File: src/rtl/cfg_stream_pkg.sv
// Shared definitions for the fabric configuration word stream.
// Used by the transmit-side sender, the receiver-side FSM and the benches.
//   SYNC_WORD     : session sync pattern sent after ComActive rises
//   DESYNC_FLAG   : default header bit index that marks a desync word
//   desync_word() : builds the closing desync word for a given flag index
//   cfg_state_e   : sender FSM states
package cfg_stream_pkg;

    localparam logic [31:0] SYNC_WORD   = 32'hFAB0_FAB1;
    localparam int unsigned DESYNC_FLAG = 20;

    typedef enum logic [2:0] {
        StIdle,
        StActivate,
        StSync,
        StHeader,
        StData,
        StDesync,
        StDone
    } cfg_state_e;

    // All zeros except the desync flag bit.
    function automatic logic [31:0] desync_word(input int unsigned flag);
        return 32'd1 << flag;
    endfunction

endpackage

File: src/rtl/config_bitstream_sender_if.sv
// Source-side bus between the on-chip config master and the bitstream sender.
//   FrameAddr/FrameAddrValid/FrameAddrReady : per-frame header word handshake
//   RowData/RowDataValid/RowDataReady       : row-data word handshake
//   RowIndex                                : row targeted by the next RowData word
// modport master: the config master (drives data/valid, sees ready/index)
// modport slave : the sender (drives ready/index, sees data/valid)
interface config_bitstream_sender_if #(
    parameter int unsigned RowSelectWidth = 5
);
    logic [31:0]               FrameAddr;
    logic                      FrameAddrValid;
    logic                      FrameAddrReady;
    logic [31:0]               RowData;
    logic                      RowDataValid;
    logic                      RowDataReady;
    logic [RowSelectWidth-1:0] RowIndex;

    modport master (
        output FrameAddr,
        output FrameAddrValid,
        input  FrameAddrReady,
        output RowData,
        output RowDataValid,
        input  RowDataReady,
        input  RowIndex
    );

    modport slave (
        input  FrameAddr,
        input  FrameAddrValid,
        output FrameAddrReady,
        input  RowData,
        input  RowDataValid,
        output RowDataReady,
        output RowIndex
    );
endinterface

File: src/rtl/cfg_word_out_reg.sv
// Registered output stage for the config word stream.
//   CLK, resetn   : clock, synchronous active-low reset
//   load_i        : a word is emitted this cycle
//   word_i        : word to emit
//   write_data_o  : registered word; holds its last value when nothing is emitted
//   write_strobe_o: one-cycle strobe per emitted word
module cfg_word_out_reg (
    input  logic        CLK,
    input  logic        resetn,
    input  logic        load_i,
    input  logic [31:0] word_i,
    output logic [31:0] write_data_o,
    output logic        write_strobe_o
);

    logic [31:0] data_q;
    logic        strobe_q;

    always_ff @(posedge CLK) begin
        if (!resetn) begin
            data_q   <= '0;
            strobe_q <= 1'b0;
        end else begin
            strobe_q <= load_i;
            if (load_i) begin
                data_q <= word_i;
            end
        end
    end

    assign write_data_o   = data_q;
    assign write_strobe_o = strobe_q;

endmodule

File: src/rtl/config_bitstream_sender.sv
// Transmit-side generator of the fabric configuration word stream:
// ComActive edge, sync word, per frame a header plus NumberOfRows row words,
// then a closing desync word.
//   CLK, resetn    : clock, synchronous active-low reset
//   Start          : begin a session (ignored while Busy)
//   FrameCount     : frames in the session, sampled on an accepted Start
//   Abort          : stop at the next frame boundary
//   src            : header / row-data source handshakes and RowIndex
//   Pace           : downstream accepts a word this cycle
//   WriteData/WriteStrobe : registered config word and its strobe
//   ComActive, Busy, Done, HeaderErr : session status
module config_bitstream_sender
    import cfg_stream_pkg::*;
#(
    parameter int unsigned NumberOfRows    = 16,
    parameter int unsigned RowSelectWidth  = 5,
    parameter int unsigned desync_flag     = DESYNC_FLAG,
    parameter logic [31:0] SyncWord        = SYNC_WORD,
    parameter int unsigned FrameCountWidth = 16
) (
    input  logic                       CLK,
    input  logic                       resetn,
    input  logic                       Start,
    input  logic [FrameCountWidth-1:0] FrameCount,
    input  logic                       Abort,
    config_bitstream_sender_if.slave   src,
    input  logic                       Pace,
    output logic [31:0]                WriteData,
    output logic                       WriteStrobe,
    output logic                       ComActive,
    output logic                       Busy,
    output logic                       Done,
    output logic                       HeaderErr
);

    localparam logic [31:0] DesyncMask = desync_word(desync_flag);

    cfg_state_e                 state_q, state_d;
    logic [FrameCountWidth-1:0] frames_q, frames_d;
    logic [RowSelectWidth-1:0]  rows_q, rows_d;
    logic                       abort_q, abort_d;
    logic                       herr_q, herr_d;
    logic                       emit;
    logic [31:0]                emit_word;

    // State register and datapath counters.
    always_ff @(posedge CLK) begin
        if (!resetn) begin
            state_q  <= StIdle;
            frames_q <= '0;
            rows_q   <= '0;
            abort_q  <= 1'b0;
            herr_q   <= 1'b0;
        end else begin
            state_q  <= state_d;
            frames_q <= frames_d;
            rows_q   <= rows_d;
            abort_q  <= abort_d;
            herr_q   <= herr_d;
        end
    end

    // Next state, counter updates and the word selected for this slot.
    always_comb begin
        state_d   = state_q;
        frames_d  = frames_q;
        rows_d    = rows_q;
        herr_d    = herr_q;
        abort_d   = abort_q | (Abort & (state_q != StIdle));
        emit      = 1'b0;
        emit_word = '0;
        unique case (state_q)
            StIdle: begin
                if (Start) begin
                    state_d  = StActivate;
                    frames_d = FrameCount;
                    herr_d   = 1'b0;
                    abort_d  = Abort;
                end
            end
            StActivate: state_d = StSync;
            StSync: begin
                if (Pace) begin
                    emit      = 1'b1;
                    emit_word = SyncWord;
                    state_d   = (frames_q == '0 || abort_q) ? StDesync : StHeader;
                end
            end
            StHeader: begin
                if (Pace) begin
                    if (abort_q) begin
                        state_d = StDesync;
                    end else if (src.FrameAddrValid) begin
                        emit      = 1'b1;
                        emit_word = src.FrameAddr & ~DesyncMask;
                        if ((src.FrameAddr & DesyncMask) != '0) begin
                            herr_d = 1'b1;
                        end
                        rows_d  = RowSelectWidth'(NumberOfRows);
                        state_d = StData;
                    end
                end
            end
            StData: begin
                if (Pace && src.RowDataValid) begin
                    emit      = 1'b1;
                    emit_word = src.RowData;
                    rows_d    = (rows_q != '0) ? rows_q - RowSelectWidth'(1) : '0;
                    if (rows_q == RowSelectWidth'(1)) begin
                        frames_d = (frames_q != '0) ? frames_q - FrameCountWidth'(1) : '0;
                        // More frames remain after this one only if at least two were left.
                        state_d  = (frames_q > FrameCountWidth'(1)) ? StHeader : StDesync;
                    end
                end
            end
            StDesync: begin
                if (Pace) begin
                    emit      = 1'b1;
                    emit_word = DesyncMask;
                    state_d   = StDone;
                end
            end
            StDone:  state_d = StIdle;
            default: state_d = StIdle;
        endcase
    end

    // Outputs decoded from the current state.
    always_comb begin
        Busy               = (state_q != StIdle);
        ComActive          = state_q inside {StActivate, StSync, StHeader, StData, StDesync};
        Done               = (state_q == StDone);
        HeaderErr          = herr_q;
        src.FrameAddrReady = (state_q == StHeader) & Pace & ~abort_q & src.FrameAddrValid;
        src.RowDataReady   = (state_q == StData) & Pace & src.RowDataValid;
        // All ones marks "no row" whenever row data is not being consumed, including after reset.
        src.RowIndex       = (state_q == StData) ? rows_q : '1;
    end

    cfg_word_out_reg u_word_out (
        .CLK            (CLK),
        .resetn         (resetn),
        .load_i         (emit),
        .word_i         (emit_word),
        .write_data_o   (WriteData),
        .write_strobe_o (WriteStrobe)
    );

endmodule
File: src/flat_wrapper.sv
// flat-port wrapper written by rule: the top's interface ports become plain ports
module config_bitstream_sender_flat import cfg_stream_pkg::*;
#(
    parameter int unsigned NumberOfRows    = 16,
    parameter int unsigned RowSelectWidth  = 5,
    parameter int unsigned desync_flag     = DESYNC_FLAG,
    parameter logic [31:0] SyncWord        = SYNC_WORD,
    parameter int unsigned FrameCountWidth = 16
)
  (CLK, resetn, Start, FrameCount, Abort, Pace, WriteData, WriteStrobe, ComActive, Busy, Done, HeaderErr, src_FrameAddr, src_FrameAddrValid, src_FrameAddrReady, src_RowData, src_RowDataValid, src_RowDataReady, src_RowIndex);
  config_bitstream_sender_if #(.RowSelectWidth(RowSelectWidth)) src_i ();
  input  logic CLK;
  input  logic resetn;
  input  logic Start;
  input  logic [FrameCountWidth-1:0] FrameCount;
  input  logic Abort;
  input  logic Pace;
  output logic [31:0] WriteData;
  output logic WriteStrobe;
  output logic ComActive;
  output logic Busy;
  output logic Done;
  output logic HeaderErr;
  input wire logic [$bits(src_i.FrameAddr)-1:0] src_FrameAddr;
  input wire logic [$bits(src_i.FrameAddrValid)-1:0] src_FrameAddrValid;
  output wire logic [$bits(src_i.FrameAddrReady)-1:0] src_FrameAddrReady;
  input wire logic [$bits(src_i.RowData)-1:0] src_RowData;
  input wire logic [$bits(src_i.RowDataValid)-1:0] src_RowDataValid;
  output wire logic [$bits(src_i.RowDataReady)-1:0] src_RowDataReady;
  output wire logic [$bits(src_i.RowIndex)-1:0] src_RowIndex;
  assign src_i.FrameAddr = src_FrameAddr;
  assign src_i.FrameAddrValid = src_FrameAddrValid;
  assign src_FrameAddrReady = src_i.FrameAddrReady;
  assign src_i.RowData = src_RowData;
  assign src_i.RowDataValid = src_RowDataValid;
  assign src_RowDataReady = src_i.RowDataReady;
  assign src_RowIndex = src_i.RowIndex;
  config_bitstream_sender #(.NumberOfRows(NumberOfRows), .RowSelectWidth(RowSelectWidth), .desync_flag(desync_flag), .SyncWord(SyncWord), .FrameCountWidth(FrameCountWidth)) u_core (.CLK(CLK), .resetn(resetn), .Start(Start), .FrameCount(FrameCount), .Abort(Abort), .src(src_i), .Pace(Pace), .WriteData(WriteData), .WriteStrobe(WriteStrobe), .ComActive(ComActive), .Busy(Busy), .Done(Done), .HeaderErr(HeaderErr));
endmodule
File: config.mk
export PLATFORM = sky130hd
export DESIGN_NAME = config_bitstream_sender_flat
export DESIGN_NICKNAME = d
export VERILOG_FILES = /design/src/rtl/cfg_stream_pkg.sv /design/src/rtl/config_bitstream_sender_if.sv /design/src/rtl/cfg_word_out_reg.sv /design/src/rtl/config_bitstream_sender.sv /design/src/flat_wrapper.sv
export SDC_FILE = /design/constraint.sdc
export NUM_CORES = 1
export LEC_CHECK = 0
export CAP_MARGIN = 20
export CORE_UTILIZATION = 44
export CTS_CLUSTER_DIAMETER = 50
export DETAILED_ROUTE_END_ITERATION = 16
export GPL_ROUTABILITY_DRIVEN = 0
export GPL_TIMING_DRIVEN = 1
export HOLD_SLACK_MARGIN = 0.08
export PLACE_DENSITY = 0.85
export SYNTH_ARGS = -nofsm -noshare
export SYNTH_HDL_FRONTEND = slang
export SYNTH_HIERARCHICAL = 1
export SYNTH_SLANG_ARGS = --single-unit
File: constraint.sdc
create_clock -name CLK -period 3.18 [get_ports CLK]
set_clock_uncertainty 0.2 [all_clocks]
set_input_delay 0.477 -clock CLK [delete_from_list [all_inputs] [get_ports CLK]]
set_output_delay 0.477 -clock CLK [all_outputs]
set_load 0.02 [all_outputs]
==> Word level (Yosys, flattened, before mapping) <==
Cells that the tools add are included.
{ "word_totals": {"reg_bits": 59, "in_bits": 87, "output_inout_bits": 44, "word_cells": 95} }
{ "op_classes": {"add_sub_neg": 2, "order_cmp": 1, "n_eq_ne": 17, "mux": 44, "bitwise_logic": 8, "n_reduce_logical": 16} }
{ "ops": {"columns": ["operator", "count"], "rows": [
  ["32-bit two-way mux", 5],
  ["32-bit one-hot mux with 4 select lines", 1],
  ["16-bit two-way mux", 4],
  ["16-bit one-hot mux with 2 select lines", 1],
  ["3-bit two-way mux", 10],
  ["5-bit two-way mux", 6],
  ["21-bit two-way mux", 1],
  ["3-bit one-hot mux with 6 select lines", 1],
  ["16-bit by 1-bit > comparator with 1-bit output (second input constant)", 1],
  ["16-bit zero test", 1],
  ["16-bit nonzero test", 1],
  ["16-bit by 1-bit subtractor with 16-bit output (second input constant)", 1],
  ["2-bit inequality test (second input constant)", 7],
  ["1-bit two-way mux", 12],
  ["5-bit one-hot mux with 2 select lines", 1],
  ["5-bit nonzero test", 2],
  ["3-bit == test (second input constant)", 3],
  ["7-bit AND reduction", 1],
  ["1-bit bitwise AND", 6],
  ["3-bit by 2-bit == test with 1-bit output (second input constant)", 2],
  ["6-bit AND reduction", 1],
  ["2-bit nonzero test", 3],
  ["5-bit by 1-bit == test with 1-bit output (second input constant)", 1],
  ["5-bit AND reduction", 1],
  ["14 further kinds", 15]
]} }

==> Longest topological paths before layout <==
{ "depth": {"depth_word": 5, "ltp_mapped": 10, "ltp_nobuf": 7} }

==> Cells and area by module <==
The synthesis kept the hierarchy.
{ "modules_own_cells": {"columns": ["module", "instances", "cells_each", "area_each_um2", "seq_area_each_um2"], "rows": [
  ["config_bitstream_sender", 1, 276, 2069.5, 520.5],
  ["cfg_word_out_reg", 1, 105, 1270.0, 660.6]
]} }

==> Worst setup path after synthesis <==
No wires, ideal clock.
{ "synth_path": {"path_type": "reg2reg", "startpoint": "register u_core.state_q[2]", "endpoint": "register u_core.u_word_out.data_q[14] (netlist: u_core/u_word_out/write_data_o[14])", "setup_time_ns": 0.116, "arrival_time_ns": 1.890, "t_required_ns": 2.864, "slack_ns": 0.974, "stages_incl_launch_ff": 11, "path_buffers": 4, "cell_sequence": "dfxtp_1 -> buf_2 -> nor3b_2 -> and3_1 -> buf_2 -> nor2_1 -> o21ai_1 -> buf_6 -> buf_12 -> mux2i_1 -> nor2b_1"} }
{ "synth_between": {"elab_chain_cells": 3, "word_cells_on_any_way": 7, "classes_between": "4 x eq/ne; 2 x mux; 1 x reduce/logical"} }
{ "synth_rtl": {"columns": ["element", "line", "rtl"], "rows": [
  ["start: declaration", "config_bitstream_sender.sv:38", "cfg_state_e state_q, state_d;"],
  ["start signal: assignment", "config_bitstream_sender.sv:49", "state_q <= StIdle;"],
  ["start signal: assignment", "config_bitstream_sender.sv:55", "state_q <= state_d;"],
  ["3-bit == test or 3-bit by 2-bit == test with 1-bit output (tied branches)", "config_bitstream_sender.sv:72", "unique case (state_q)"],
  ["2-bit OR reduction (no source line)", null, null],
  ["1-bit one-hot mux with 3 select lines (*)", "config_bitstream_sender.sv:72", null],
  ["named net u_core.emit", "config_bitstream_sender.sv:43", "logic emit;"],
  ["end signal: assignment", "cfg_word_out_reg.sv:26", "data_q <= word_i;"],
  ["end: declaration", "cfg_word_out_reg.sv:16", "logic [31:0] data_q;"]
]} }
The timed path passes the listed nets; every way through them passes the cells marked *.
A chain may end at the register's enable or synchronous reset.

==> Final worst setup path <==
{ "layout_path": {"startpoint": "register u_core.state_q[2]", "endpoint": "output port src_RowDataReady"} }
{ "layout_between": {"elab_chain_cells": 3} }
{ "layout_rtl": {"columns": ["element", "line", "rtl"], "rows": [
  ["3-bit == test", "config_bitstream_sender.sv:135", "src.RowDataReady = (state_q == StData) & Pace & src.RowDataValid;"],
  ["1-bit bitwise AND (2 in a row)", "config_bitstream_sender.sv:135", null],
  ["end: declaration", "flat_wrapper.sv:29", "output wire logic [$bits(src_i.RowDataReady)-1:0] src_RowDataReady;"]
]} }
Every way passes these cells.

==> results.md <==
| Item | This run | Unit |
|:---|:---|:---|
| FMAX | 355 | MHz |
| Critical Path Sink | src_RowDataReady | - |
| Gr ovfl total | 0 | - |
| Average detailed-routed wire length per instance | 16.9 | µm |
| Hold-fix buffers, CTS | 0 | - |
| Number of cells traversed by the worst register-to-register path | 9 | - |
| Number of cells in the finished layout apart from fillers | 609 | - |
| Final core occ | 67.1 | % |
| Run status | complete, no violations | - |
| R2R Path Start | u_core/state_q[0] | - |
| # Post-CTS Setup Buffers | 0 | - |
| Ys async rst share | 0 | % |
| Clk Latency, worst-skew pair | 0.34 | ns |
| Critical Path Start Type | flip-flop | - |
| Sequential cell area fraction in the yosys report | 35.4 | % |
| Clock-pin slew of the registers on the worst-case setup and hold paths | 0.06 | ns |
| Final TNS setup | 0 | ns |
| Initial standard-cell utilization of the core | 45.8 | % |
| Number of maximum-capacitance violations | 0 | - |
| Remaining DRCs | 0 | - |
| Overall fraction of global-route tracks in use | 26.8 | % |
| Num Clock Sinks | 59 | - |
| Net count reported at finish | 597 | - |
| Placed Cells | 593 | - |
| Vias | 3462 | - |
| Syn nets | 473 | - |
| CTS root buf | sky130_fd_sc_hd__clkbuf_8 | - |
| Antenna-violating nets left | 0 | - |
| Synth Register Bits | 59 | - |
| Critical Path RT | 2.50 | ns |
| Ratio of total power to cell area | 554 | nW/µm² |
| Distinct cell type count after synthesis | 57 | - |
| Placeable core region | 7290 | µm² |
| Hold WC Path Type | flip-flop to flip-flop | - |
| Crit Reg-Reg Endpoint | u_core/u_word_out/write_data_o[5] | - |
| Path type of the worst setup path | flip-flop to output port | - |
| # port buffers | 130 | - |
| Number of global-route vias before repair | 3504 | - |
| Final wirelength | 10300 | µm |
| Shortest clock period the worst path allows after layout | 2.82 | ns |
| Crit-path max cell delay | 0.67 | ns |
| Worst rel slew slack | 53.6 | % |
| CP max stage cell | sky130_fd_sc_hd__clkdlybuf4s50_1 | - |
| Number of placement rows | 31 | - |
| Wire length of the first global-routing pass | 16400 | µm |
| I/O pins | 131 | - |
| Area growth from synthesis to layout | 46.6 | % |
| Post-layout instance area | 4900 | µm² |
| Worst Setup SP | u_core/state_q[2] | - |
| Floorplan die width | 89.1 | µm |
| FF-to-FF setup slack | 0.53 | ns |
| Hold Violations, Final | 0 | - |
| Number of buffers added by the clock tree synthesis step | 9 | - |
| Detailed placement HPWL | 7410 | µm |
| Gate count of the mapped netlist | 381 | - |
| Number of enable-type register cells in the synthesized netlist | 0 | - |
| Mean post-synth cell area | 8.76 | µm² |
| Cell area after technology mapping | 3340 | µm² |
| Post-Place Worst Slack | 0.445 | ns |
| Worst endpoint data arrival time | 2.14 | ns |
| Via density per instance | 5.68 | - |
| Post-detailed-placement cell area | 4670 | µm² |
| Iteration-0 DRC count of the detailed router | 105 | - |
| Initial antenna violation count | 0 | - |
| Peak supply drop | 0.277 | mV |
| Transition time of the tightest slew-check pin | 0.696 | ns |
| Floorplan die height | 89.1 | µm |
| DIE AREA | 7940 | µm² |
| Biggest fanout along the worst timing path | 10 | - |
| Bufs on Longest Clock Path | 2 | - |
| Critical Path End Type | output port | - |
| Fraction of layout cells with a size suffix above 1 | 7.06 | % |
| TritonCTS clock tree | done | - |
| Worst-case setup margin in the final layout | 0.364 | ns |
| Max Slew Vio Count | 0 | - |
| Critical path cell sequence | nor3b_2 -> buf_4 -> and3_1 -> clkdlybuf4s50_1 | - |
| RSZ-0062 raised after global routing | false | - |
| Leakage power of the design | 0.00177 | µW |
| Diodes inserted | 0 | - |
| H-tree depth | 3 | - |
| Final Cycle Share | 88.6 | % |
| Final setup violation count | 0 | - |
| Most used DFF post-synth | sky130_fd_sc_hd__dfxtp_1 | - |
| Synth Warn # | 6 | - |
| Number of detailed-routing iterations run before antenna repair | 5 | - |
| CTS-repair resized insts | 0 | - |
| Largest net degree at the start of global routing | 52 | - |
| Filler cells | 624 | - |
==> cell usage in the layout, fill, tap and decap left out, types with 2 or more instances in the layout <==
cell / Yosys / layout
sky130_fd_sc_hd__or3_1: 2 / 2
sky130_fd_sc_hd__o22ai_1: 6 / 6
sky130_fd_sc_hd__nor4_1: 4 / 4
sky130_fd_sc_hd__a22oi_1: 22 / 22
sky130_fd_sc_hd__buf_4: 0 / 9
sky130_fd_sc_hd__and2_1: 2 / 2
sky130_fd_sc_hd__mux2i_1: 32 / 32
sky130_fd_sc_hd__nor2b_1: 34 / 34
sky130_fd_sc_hd__nor3_1: 6 / 6
sky130_fd_sc_hd__a32oi_1: 2 / 2
sky130_fd_sc_hd__xor2_1: 2 / 2
sky130_fd_sc_hd__clkbuf_8: 0 / 11
sky130_fd_sc_hd__a221oi_1: 2 / 2
sky130_fd_sc_hd__nor2_1: 18 / 17
sky130_fd_sc_hd__nor4_2: 2 / 2
sky130_fd_sc_hd__dfxtp_1: 59 / 59
sky130_fd_sc_hd__nor3b_1: 2 / 2
sky130_fd_sc_hd__a22o_1: 15 / 15
sky130_fd_sc_hd__inv_1: 11 / 11
sky130_fd_sc_hd__xnor2_1: 2 / 2
sky130_fd_sc_hd__nor4b_1: 2 / 2
sky130_fd_sc_hd__nand2_1: 42 / 42
sky130_fd_sc_hd__o21ai_1: 6 / 5
sky130_fd_sc_hd__or4_1: 2 / 2
sky130_fd_sc_hd__o21ai_0: 14 / 14
sky130_fd_sc_hd__ha_1: 5 / 5
sky130_fd_sc_hd__nand2b_1: 7 / 7
sky130_fd_sc_hd__nor2_2: 1 / 2
sky130_fd_sc_hd__clkdlybuf4s50_1: 0 / 130
sky130_fd_sc_hd__a211oi_1: 2 / 2
sky130_fd_sc_hd__a21oi_1: 17 / 17
sky130_fd_sc_hd__a32o_1: 11 / 11
sky130_fd_sc_hd__bufinv_16: 0 / 2
==> report_power, final <==
part           switching [µW]  total [µW]  leakage [µW]  internal, µW
logic                     542        1010       0.00117           467
clock network             302         785      0.000113           483
registers                 110         918      0.000478           808
total                     954        2710       0.00177          1760
==> worst min path at each step <==
stage | slack, ns | endpoint | from | cells after the start
after floorplan | 0.26 | u_core/frames_q[10] | u_core/frames_q[10] | 2
after global placement | 0.27 | u_core/frames_q[10] | u_core/frames_q[10] | 2
after detailed placement | 0.29 | u_core/frames_q[10] | u_core/frames_q[10] | 2
after CTS | 0.30 | u_core/frames_q[10] | u_core/frames_q[10] | 2
after global routing | 0.31 | u_core/frames_q[10] | u_core/frames_q[10] | 2
final | 0.29 | u_core/frames_q[10] | u_core/frames_q[10] | 2
==> registers in the layout (all words and copies together), names as in the netlist <==
signal / cells
u_core/u_word_out/write_data_o: 32
u_core/frames_q: 16
u_core/rows_q: 5
u_core/state_q: 3
u_core/HeaderErr: 1
u_core/abort_q: 1
u_core/u_word_out/write_strobe_o: 1
==> critical path, delay by kind of cell (launching register included) <==
kind                   cells  cell delay [ns]
buffers and inverters      2             0.85
and+or+nand+nor            2             0.45
DFF                        1             0.50
==> through the flow <==
step           hold slack, ns  power, µW
2_1_floorplan           0.256       1600
3_3_place_gp            0.271       1880
3_5_place_dp            0.289       1920
4_1_cts                 0.298       2700
5_1_grt                 0.314       2850
6_report                0.292       2710
==> cell families (layout without fill, tap and decap cells) <==
group | after synthesis | count (layout) | share of synthesized area [%]
muxes | 32 | 32 | 9.59
xor gates and xnor gates | 4 | 4 | 1.05
adders and majority gates | 5 | 5 | 1.87
DFF | 59 | 59 | 35.4
AOI/OAI and AO/OA | 109 | 109 | 23.5
and+or+nand+nor | 134 | 134 | 21.9
buffers and inverters | 38 | 167 | 6.67
==> synth_stat cells, drive strengths merged, types with 2 or more instances <==
master,instances,share of area [%]
dfxtp,59,35
a22o,15,3.9
inv,11,1.2
nor4b,2,0.52
xor2,2,0.52
or4,3,0.79
nor4,6,1.5
nor2b,34,6.4
o21ai,20,3.0
a32oi,2,0.52
a22oi,22,4.9
mux2i,32,9.6
ha,5,1.9
buf,14,4.0
nand2b,7,1.3
nand2,43,4.9
and2,2,0.37
a221oi,3,0.97
a32o,11,3.3
a21oi,17,2.5
nor3,8,1.7
nor3b,3,0.82
nor2,19,2.2
xnor2,2,0.52
a211oi,2,0.45
o22ai,6,1.1
or3,2,0.37
clkbuf,12,1.3
==> layer usage <==
metal / part of all wire [%] / wire [µm] / GRT usage, %
met3: 7.6 / 784 / 7.66
met1: 39 / 4070 / 30.6
met2: 51 / 5240 / 47.2
met5: 0 / 0 / 0
met4: 2.0 / 205 / 10.7
==> cell type report <==
| type | instances | area [µm²] | area share [%] |
|---|---|---|---|
| Multi-Input combinational cell | 284 | 1950 | 39.8 |
| Timing Repair Buffer | 139 | 1370 | 28.0 |
| Sequential cell | 59 | 1180 | 24.1 |
| Clock buffer | 12 | 155 | 3.17 |
| Tap cell | 99 | 124 | 2.53 |
| Clock inverter | 4 | 72.6 | 1.48 |
| Inverter | 12 | 45.0 | 0.920 |
Power figures use the tool's default switching activity.
